<file path="config.mk">
export PLATFORM = sky130hd
export DESIGN_NAME = split_ram_ctrl
export DESIGN_NICKNAME = d
export VERILOG_FILES = /design/src/rtl/split_ram_ctrl_pkg.sv /design/src/rtl/split_ram_rd_fifo.sv /design/src/rtl/split_ram_ctrl.sv
export SDC_FILE = /design/constraint.sdc
export NUM_CORES = 1
export LEC_CHECK = 0
export CAP_MARGIN = 20
export CELL_PAD_IN_SITES_DETAIL_PLACEMENT = 1
export CELL_PAD_IN_SITES_GLOBAL_PLACEMENT = 1
export CORE_MARGIN = 1
export CORE_UTILIZATION = 35
export DETAILED_ROUTE_END_ITERATION = 8
export GPL_TIMING_DRIVEN = 1
export PLACE_DENSITY = 0.79
export RECOVER_POWER = 50
export SLEW_MARGIN = 10
export SYNTH_ARGS = -nofsm -noshare
export SYNTH_HDL_FRONTEND = slang
export SYNTH_SLANG_ARGS = --single-unit
</file>
<file path="constraint.sdc">
create_clock -name clk -period 3.6 [get_ports clk]
set_input_delay 0.54 -clock clk [delete_from_list [all_inputs] [get_ports clk]]
set_output_delay 0.54 -clock clk [all_outputs]
set_load 0.02 [all_outputs]
</file>
<file path="src/rtl/split_ram_ctrl_pkg.sv">
// Shared types and width helpers for the banked layer-buffer sequencer.
package split_ram_ctrl_pkg;

  typedef enum logic [2:0] {IDLE, LOAD, READ, DRAIN, FIN} ctrl_state_t;

  localparam int FIFO_DEPTH = 2;
  localparam int FIFO_CNT_W = $clog2(FIFO_DEPTH + 1);

  function automatic int addr_width(input int depth);
    return (depth > 1) ? $clog2(depth) : 1;
  endfunction

  function automatic int len_width(input int depth);
    return addr_width(depth) + 1;
  endfunction

endpackage

</file>
<file path="src/rtl/split_ram_rd_fifo.sv">
// Two-entry registered FIFO buffering buffer read data toward the compute datapath.
module split_ram_rd_fifo
  import split_ram_ctrl_pkg::*;
#(
  parameter int WIDTH = 128
) (
  input  logic                  clk,
  input  logic                  rst,
  input  logic                  push,
  input  logic                  pop,
  input  logic [WIDTH-1:0]      din,
  output logic [WIDTH-1:0]      dout,
  output logic [FIFO_CNT_W-1:0] count
);

  logic [WIDTH-1:0] head;
  logic [WIDTH-1:0] tail;

  // Head is always the oldest entry, so dout is a plain register
  always_ff @(posedge clk or negedge rst) begin
    if (!rst) begin
      head  <= '0;
      tail  <= '0;
      count <= '0;
    end else begin
      case ({push, pop})
        2'b10: begin
          if (count == '0) head <= din;
          else             tail <= din;
          count <= count + 1'b1;
        end
        2'b01: begin
          head  <= tail;
          count <= count - 1'b1;
        end
        2'b11: begin
          if (count == FIFO_CNT_W'(1)) begin
            head <= din;
          end else begin
            head <= tail;
            tail <= din;
          end
        end
        default: ;
      endcase
    end
  end

  assign dout = head;

endmodule

</file>
<file path="src/rtl/split_ram_ctrl.sv">
// Sequencer for the banked layer buffer: bank-interleaved LOAD scatter and
// backpressured all-bank READ streaming through a small output FIFO.
module split_ram_ctrl
  import split_ram_ctrl_pkg::*;
#(
  parameter int NUM_RAMS  = 8,
  parameter int RAM_DEPTH = 256,
  parameter int RAM_WIDTH = 16
) (
  input  logic                              clk,
  input  logic                              rst,
  input  logic                              cfg_start_load,
  input  logic                              cfg_start_read,
  input  logic [len_width(RAM_DEPTH)-1:0]   cfg_len,
  input  logic [RAM_WIDTH-1:0]              in_data,
  input  logic                              in_valid,
  output logic                              in_ready,
  output logic [RAM_WIDTH-1:0]              ram_wr_data,
  output logic [NUM_RAMS-1:0]               ram_wren,
  output logic [addr_width(RAM_DEPTH)-1:0]  ram_addr,
  input  logic [NUM_RAMS*RAM_WIDTH-1:0]     ram_rd_data,
  output logic [NUM_RAMS*RAM_WIDTH-1:0]     out_data,
  output logic                              out_valid,
  input  logic                              out_ready,
  output logic                              busy,
  output logic                              done
);

  localparam int AW = addr_width(RAM_DEPTH);
  localparam int LW = len_width(RAM_DEPTH);
  localparam int BW = addr_width(NUM_RAMS);
  localparam int DW = NUM_RAMS * RAM_WIDTH;

  ctrl_state_t           state;
  logic [BW-1:0]         bank_cnt;
  logic [AW-1:0]         addr_cnt;
  logic [AW-1:0]         rd_addr;
  logic [AW-1:0]         last_addr;
  logic [LW-1:0]         len_reg;
  logic                  inflight;
  logic [FIFO_CNT_W-1:0] fifo_count;
  logic                  wr_fire;
  logic                  wr_last;
  logic                  pop;
  logic                  issue;
  logic                  drain_done;

  assign wr_fire = (state == LOAD) && in_valid;
  assign wr_last = (bank_cnt == BW'(NUM_RAMS - 1)) && ({1'b0, addr_cnt} == len_reg - LW'(1));
  assign pop     = out_valid && out_ready;
  // Occupancy after this cycle's pop must leave room for the new read's return
  assign issue   = (state == READ) &&
                   (({1'b0, fifo_count} + {{FIFO_CNT_W{1'b0}}, inflight}) <
                    (3'(FIFO_DEPTH) + {{FIFO_CNT_W{1'b0}}, pop}));
  assign drain_done = !inflight && (fifo_count == FIFO_CNT_W'(pop));

  always_comb begin
    ram_addr    = last_addr;
    ram_wren    = '0;
    ram_wr_data = '0;
    if (wr_fire) begin
      ram_addr    = addr_cnt;
      ram_wren    = {{(NUM_RAMS-1){1'b0}}, 1'b1} << bank_cnt;
      ram_wr_data = in_data;
    end else if (issue) begin
      ram_addr = rd_addr;
    end
  end

  always_ff @(posedge clk or negedge rst) begin
    if (!rst) begin
      state     <= IDLE;
      bank_cnt  <= '0;
      addr_cnt  <= '0;
      rd_addr   <= '0;
      last_addr <= '0;
      len_reg   <= '0;
      inflight  <= 1'b0;
    end else begin
      last_addr <= ram_addr;
      inflight  <= issue;
      case (state)
        IDLE: begin
          if (cfg_start_load || cfg_start_read) begin
            len_reg  <= cfg_len;
            bank_cnt <= '0;
            addr_cnt <= '0;
            rd_addr  <= '0;
            if (cfg_len == '0)       state <= FIN;
            else if (cfg_start_load) state <= LOAD;
            else                     state <= READ;
          end
        end
        LOAD: begin
          if (wr_fire) begin
            if (wr_last) state <= FIN;
            if (bank_cnt == BW'(NUM_RAMS - 1)) begin
              bank_cnt <= '0;
              addr_cnt <= addr_cnt + 1'b1;
            end else begin
              bank_cnt <= bank_cnt + 1'b1;
            end
          end
        end
        READ: begin
          if (issue) begin
            rd_addr <= rd_addr + 1'b1;
            if ({1'b0, rd_addr} == len_reg - LW'(1)) state <= DRAIN;
          end
        end
        DRAIN:   if (drain_done) state <= FIN;
        FIN:     state <= IDLE;
        default: state <= IDLE;
      endcase
    end
  end

  split_ram_rd_fifo #(.WIDTH(DW)) u_fifo (
    .clk   (clk),
    .rst   (rst),
    .push  (inflight),
    .pop   (pop),
    .din   (ram_rd_data),
    .dout  (out_data),
    .count (fifo_count)
  );

  assign out_valid = (fifo_count != '0);
  assign in_ready  = (state == LOAD);
  assign busy      = (state != IDLE);
  assign done      = (state == FIN);

endmodule

</file>
==> metrics.yaml, run 1 <==
sta:
  tightest_slew_ns: 2.46
  fin_crit_ns: 3.48
  maxSlewHeadroom: -0.643
  rsz0062_at_grt: "false"
  final_max_slew_viol_count: 91
  setup_violations: 0
  finalHoldViolations: 0
  fin_skew_ns: 0.0162
  fmax_ghz: 0.288
  fin_crit_sh: 0.965
hold_path:
  hold_start: "u_fifo.dout[15]$_DFFE_PN0P_"
  hold_depth: 2
  hp-class: "flop to flop"
  hold_end: "u_fifo.dout[15]$_DFFE_PN0P_"
logic_synthesis:
  netlist.area_leader.share: 0.570
  synth_edf_count: 0
  yosysWarnings: 0
  yosysMostFrequentCell: "dfrtp_1"
  ys.flop_type: "dfrtp_1"
  synth_area_leaders: "dfrtp_1 (57%), mux2_2 (12%), a22oi_1 (7.5%), o21ai_0 (5.8%), nand2_1 (4.6%)"
  yosys.area.top_type: "dfrtp_1"
  netlist_instances: 1158
  synth_seq_cells: 298
  synth-async-reset-ratio: 1.00
  synth_commonest_cells: "dfrtp_1 (298), nand2_1 (160), o21ai_0 (151), mux2_2 (135), a22oi_1 (130)"
  synth.avg_cell_area_sq_um: 11.3
  ys_types: 52
  syn_area_sq_mm: 0.0131
  syn_nets: 1333
  seq_area_frac_synth: 0.570
die:
  die-area_sq_mm: 0.0382
  rows: 70
  fp.dieW_um: 195
  core_sq_mm: 0.0367
  ioPinCount: 323
  die_y_um: 195
  initial_utilization: 0.357
clock_network:
  cts_tree: "yes"
  cts.sinks: 298
  cts_buffers: 35
  clk_pin_slew_ns: 0.06
  cts_root_buf: "clkbuf_16"
  htreeDepth: 2
  cts_buffer_depth: 3
  holdBufCountCts: 0
  clk-insertion-delay-late_ns: 0.54
global_route:
  first_global_vias: 11177
  grtUsageTotal: 0.203
  grt_max_degree: 137
  grt_pass1_wl_um: 61900
  grt_overflow: 0
  antenna_found_initial: 0
route:
  viasPerCell: 5.31
  dr_total_vias: 10336
  wire_per_inst_um: 19.7
  drt-pass1-iter-count: 4
  ant_nets: 0
  drc: 0
  drtIter0Drc: 413
  routed_wl_um: 38400
final_layout:
  n_antenna_cell: 0
  drive_gt1_frac: 0.156
  layout.cells.non_filler: 1948
  fillers: 3878
  seq_area_sq_mm: 0.00746
  num-nets-final: 1633
  area_delta_synth_final_pct: 38.1
  multi_input_area_sq_mm: 0.00527
power_and_ir_drop:
  peakVddDrop_mv: 0.509
  power_mw: 17.4
  power_density_mw_per_mm2: 962
  leakagePower_nw: 7.72
critical_path:
  start_kind: "flop"
  r2r_start: "u_fifo.count[0]$_DFFE_PN0P_"
  cp.required_ns: 3.06
  rr_endpoint: "u_fifo.dout[97]$_DFFE_PN0P_"
  worstPathArrival_ns: 2.94
  path_max_fanout: 10
  rr_worst_depth: 10
  criticalPathCategory: "flop to output pin"
  end_kind: "output pin"
  reg2reg_slack_ns: 0.68
run_status:
  status: "finished with violations"
  violations: "max-capacitance violations, max-slew violations"
placed_design:
  dp_hpwl_um: 25600
  portBuffers: 322
  dp_cells: 1887
  routabilityCongestion: 0.791
flow_run:
  drv_cap: 1
-- cell type report --
cell class / count / share of cell area
Tap cell: 468 / 0.0324
Sequential cell: 298 / 0.413
Inverter: 13 / 0.00270
Multi-Input combinational cell: 757 / 0.292
Timing Repair Buffer: 353 / 0.198
Clock inverter: 7 / 0.00568
Clock buffer: 52 / 0.0571
-- worst max-delay path, cell delays in order (launching register included) --
cell	delay [ns]
dfrtp_2	0.41
inv_1	0.06
ha_1	0.23
or3b_2	0.53
a211oi_4	0.29
buf_6	0.20
mux2i_1	0.09
o21ai_0	0.22
dlygate4sd2_1	0.37
-- layer usage --
metal,part of all wire,up-vias,track usage
met2,0.50,308,0.348
li1,-,4747,-
met1,0.41,5212,0.244
met4,0.028,0,0.0720
met5,0,-,0
met3,0.064,69,0.0572
-- how the worst max path moves through the flow --
| stage | cells past startpoint | slack (ns) | end | startpoint |
|---|---|---|---|---|
| CTS | 8 | 0.04 | ram_addr[4] | u_fifo.count[1]$_DFFE_PN0P_ |
| global route | 8 | 0.003 | ram_addr[6] | u_fifo.count[0]$_DFFE_PN0P_ |
| detailed placement | 7 | -0.03 | ram_addr[0] | out_ready |
| finish | 8 | 0.12 | ram_addr[6] | u_fifo.count[0]$_DFFE_PN0P_ |
| floorplan | 7 | 0.58 | ram_addr[3] | u_fifo.count[0]$_DFFE_PN0P_ |
| global placement | 7 | 0.08 | ram_addr[2] | out_ready |
-- report_power, final --
group	total [mW]	switching (mW)	internal, mW
Combinational	7.95	4.25	3.70
Sequential	5.89	0.946	4.95
Clock	3.54	1.41	2.12
-- repair_timing --
item	in CTS	in global routing
setup buffers	1	1
endpoints found under the setup margin	8	10
resized for setup	10	12
-- through the flow --
step	utilization	hold slack [ns]	TNS, ns	worst slack, ns	area, sq um
2_1_floorplan	-	0.244	0	0.584	13100
3_3_place_gp	0.462	0.459	0	0.0842	17000
3_5_place_dp	0.463	0.469	-0.0480	-0.0301	17000
4_1_cts	0.494	0.0382	0	0.0400	18100
5_1_grt	0.492	0.495	0	0.00315	18100
6_report	0.492	0.469	0	0.124	18100
-- logic make-up (layout without fill, tap and decap cells) --
logic type / count (synthesis) / count (layout) / synth area share
buffers and inverters: 103 / 425 / 0.0316
multiplexers: 143 / 143 / 0.122
flip-flops: 298 / 298 / 0.570
adder cells (fa/ha/maj): 16 / 16 / 0.0153
AND/OR/NAND/NOR: 255 / 255 / 0.0884
AO/OA/AOI/OAI: 312 / 312 / 0.152
XOR/XNOR: 31 / 31 / 0.0207
-- cell usage in the layout, fill, tap and decap left out, types with 3 or more instances in the layout --
master,count
nor2b_1,7
buf_4,10
nand4_1,3
inv_1,13
xnor2_1,16
a21oi_1,3
dfrtp_1,297
clkdlybuf4s50_1,242
mux2i_1,8
o21ai_0,148
clkbuf_2,6
nor3_1,8
nor3b_1,5
nor2_1,20
buf_12,11
dlygate4sd2_1,4
ha_1,16
mux2_2,135
and3_1,26
dlygate4sd3_1,71
nand3_1,7
nor4_1,3
clkbuf_8,7
o31ai_1,3
clkbuf_16,36
xor2_1,15
nand2_1,160
a22oi_1,130
clkbuf_1,13
Note: power is estimated with default switching activity, not from simulation.
==> inputs of run 2 (changes only) <==
--- a/config.mk
+++ b/config.mk
@@ -5,6 +5,7 @@
 export SDC_FILE = /design/constraint.sdc
 export NUM_CORES = 1
 export LEC_CHECK = 0
+export ABC_CLOCK_PERIOD_IN_PS = 3600
 export CAP_MARGIN = 20
 export CELL_PAD_IN_SITES_DETAIL_PLACEMENT = 1
 export CELL_PAD_IN_SITES_GLOBAL_PLACEMENT = 1
@@ -12,9 +13,10 @@
 export CORE_UTILIZATION = 35
 export DETAILED_ROUTE_END_ITERATION = 8
 export GPL_TIMING_DRIVEN = 1
-export PLACE_DENSITY = 0.79
+export PLACE_DENSITY = 0.78
 export RECOVER_POWER = 50
 export SLEW_MARGIN = 10
 export SYNTH_ARGS = -nofsm -noshare
 export SYNTH_HDL_FRONTEND = slang
+export SYNTH_HIERARCHICAL = 1
 export SYNTH_SLANG_ARGS = --single-unit
==> run 2 against run 1 <==
Against the previous run: core utilization fell by 1.1 points; critical path type unchanged; non-clock buffer count fell by 6; clock skew rose by 0.0015 ns; count of clock-buffer cells in the layout rose by 2; design area rose by 6.9%; setup slack improved by 0.034 ns; die area rose by 9.7%; first-iteration DRC count rose by 51%; sequential power rose by 3.7%; highest routed layer is now met5; the run still ends with max-capacitance violations, max-slew violations left.
==> metrics.yaml, run 2 <==
run_status:
  status: "finished with violations"
  violations: "max-capacitance violations, max-slew violations"
final_layout:
  final_cell_mix: "dfrtp_1 (298), o21ai_0 (259), clkdlybuf4s50_1 (248)"
  area_delta_synth_final_pct: 34.4
  layout_commonest_cell: "dfrtp_1"
  fin_util: 0.482
  fillers: 4263
  drive_gt1_frac: 0.151
  num-nets-final: 1767
critical_path:
  start_kind: "flop"
  path_max_fanout: 9
  worstPathArrival_ns: 2.90
  criticalPathCategory: "flop to output pin"
  end_kind: "output pin"
  cp.required_ns: 3.06
  rr_worst_depth: 7
die:
  core_sq_mm: 0.0401
  rows: 73
  fp.dieW_um: 205
  ioPinCount: 323
  die_y_um: 205
  die-area_sq_mm: 0.0419
  initial_utilization: 0.358
logic_synthesis:
  synthAdderAreaFrac: 0.0148
  netlist_instances: 1331
  synth_compound_area_frac: 0.209
  synth_area_leaders: "dfrtp_1 (52%), mux2_4 (13%), o21ai_0 (9.0%), a31oi_1 (6.0%), a21oi_1 (4.6%)"
  synth-xor-area-share: 0.0213
  syn_nets: 1507
  netlist.area_leader.share: 0.519
  ys_types: 51
  synth_top_family_by_area: "compound AO/OA/AOI/OAI gates"
  synth_edf_count: 0
  synth-async-reset-ratio: 1.00
  yosysMostFrequentCell: "dfrtp_1"
  synth_commonest_cells: "dfrtp_1 (298), o21ai_0 (258), a31oi_1 (138), a21oi_1 (133), mux2_4 (120)"
  seq_area_frac_synth: 0.519
  ys.flop_type: "dfrtp_1"
  syn_area_sq_mm: 0.0144
  yosysWarnings: 6
  synth_simple_gate_area_frac: 0.0530
  muxShareOfSynthArea: 0.137
  yosys.area.top_type: "dfrtp_1"
  synth_seq_cells: 298
  synth.avg_cell_area_sq_um: 10.8
clock_network:
  clk_pin_slew_ns: 0.06
  clk-insertion-delay-late_ns: 0.56
  holdBufCountCts: 0
  postCtsSetupBuffers: 0
  cts.sinks: 298
  cts_buffer_depth: 3
  cts_buffers: 37
  htreeDepth: 2
  cts_tree: "yes"
  cts_root_buf: "clkbuf_16"
sta:
  setup_violations: 0
  setup_tns_ns: 0
  fin_crit_ns: 3.44
  final_max_slew_viol_count: 220
  worst_slack_ns: 0.158
  hold_slack_ns: 0.500
  fin_crit_sh: 0.956
  maxSlewHeadroom: -0.551
  tightest_slew_ns: 2.33
  rsz0062_at_grt: "false"
  fmax_ghz: 0.291
  fin_skew_ns: 0.0177
  finalHoldViolations: 0
route:
  drt-pass1-iter-count: 5
  ant_nets: 0
  viasPerCell: 5.62
  dr_total_vias: 12059
  drtIter0Drc: 625
  drc: 0
  wire_per_inst_um: 22.4
  routed_wl_um: 48100
global_route:
  first_global_vias: 13265
  grt_overflow: 0
  grt_pass1_wl_um: 75900
  grtUsageTotal: 0.230
  grt_max_degree: 130
  antenna_found_initial: 5
power_and_ir_drop:
  power_density_mw_per_mm2: 1040
  power.internal_mw: 12.1
  power_frac_clock: 0.202
  comb_power_share: 0.493
  power_mw: 20.1
  peakVddDrop_mv: 0.770
  p_sw_frac: 0.396
  seqPwrFrac: 0.304
  leakagePower_nw: 8.12
  power.switching_mw: 7.95
hold_path:
  hold_depth: 1
  hp-class: "flop to flop"
flow_run:
  drv_cap: 2
placed_design:
  routabilityCongestion: 0.805
  dp_hpwl_um: 28200
  portBuffers: 322
  pre_cts_ws_ns: 0.111
[run 2: changes by cell type after synthesis, moves of 9 or more]
cell	change
and2_1	+19
mux2_2	-120
buf_2	+10
a21oi_1	+129
buf_6	+11
o21ai_1	+9
clkbuf_1	+16
nor2_1	+18
and3_1	-14
o21ai_0	+107
nand2_1	-124
a31oi_1	+137
mux2_4	+120
a22oi_1	-129
[run 2: metal layers]
metal	up-vias	wire length, um	share of wire	global-route usage
li1	5353	-	-	-
met1	6219	20600	0.43	0.298
met2	386	23400	0.49	0.374
met3	99	2670	0.055	0.0525
met4	2	1360	0.028	0.0845
met5	-	9	0.00019	0
[run 2: cells by family (layout without fill, tap and decap cells)]
kind of cell	after synthesis	after routing
AOI/OAI and AO/OA	554	554
DFF	298	298
and+or+nand+nor	151	151
buffers and inverters	141	429
muxes	135	135
xor gates and xnor gates	35	35
adders and majority gates	17	17
other	0	3
[run 2: power by group through the flow]
stage	Combinational, mW	Clock, mW	Sequential (mW)
floorplan	5.62	0	6.75
global placement	9.83	0	6.02
detailed placement	10.1	0	6.11
CTS	10.1	4.16	6.11
global route	10.7	4.28	6.30
finish	9.90	4.06	6.11
[run 2: final timing paths]
check | from | end | slack, ns
max in group asynchronous | rst | u_fifo/dout[80]$_DFFE_PN0P_ | 0.75
setup reg to reg | u_fifo/count[0]$_DFFE_PN0P_ | u_fifo/dout[72]$_DFFE_PN0P_ | 0.60
setup / recovery | inflight$_DFF_PN0_ | ram_addr[7] | 0.16
hold / removal | u_fifo/tail[2]$_DFFE_PN0P_ | u_fifo/tail[2]$_DFFE_PN0P_ | 0.50
hold reg to reg | u_fifo/tail[2]$_DFFE_PN0P_ | u_fifo/tail[2]$_DFFE_PN0P_ | 0.50
min in group asynchronous | rst | u_fifo/tail[21]$_DFFE_PN0P_ | 0.69
[run 2: critical path: stages (launching register included)]
cell,delay [ns]
dfrtp_1,0.44
ha_1,0.23
ha_1,0.27
o21ai_1,0.10
or4b_4,0.52
inv_2,0.16
nand2_1,0.10
a31oi_2,0.23
clkdlybuf4s15_2,0.30
[run 2: area by class of cell]
type,count,area (sq um),share of cell area
Clock inverter,13,200,0.0104
Clock buffer,54,1120,0.0581
Tap cell,525,657,0.0340
Multi-Input combinational cell,892,6340,0.328
Timing Repair Buffer,347,3470,0.180
Antenna cell,3,7.51,0.000389
Sequential cell,298,7460,0.386
Inverter,15,56.3,0.00292
[run 2: timing repair]
| action | in CTS | in global routing |
|---|---|---|
| gates cloned | 0 | 0 |
| setup endpoints to repair | 8 | 8 |
| gates resized for setup | 11 | 24 |
[run 2: stage by stage]
step / cell area, sq um / instances
finish: 19300 / 2147
global route: 19300 / 2147
CTS: 19400 / 2144
detailed placement: 18100 / 2077
global placement: 18100 / 2077
floorplan: 14400 / 1331
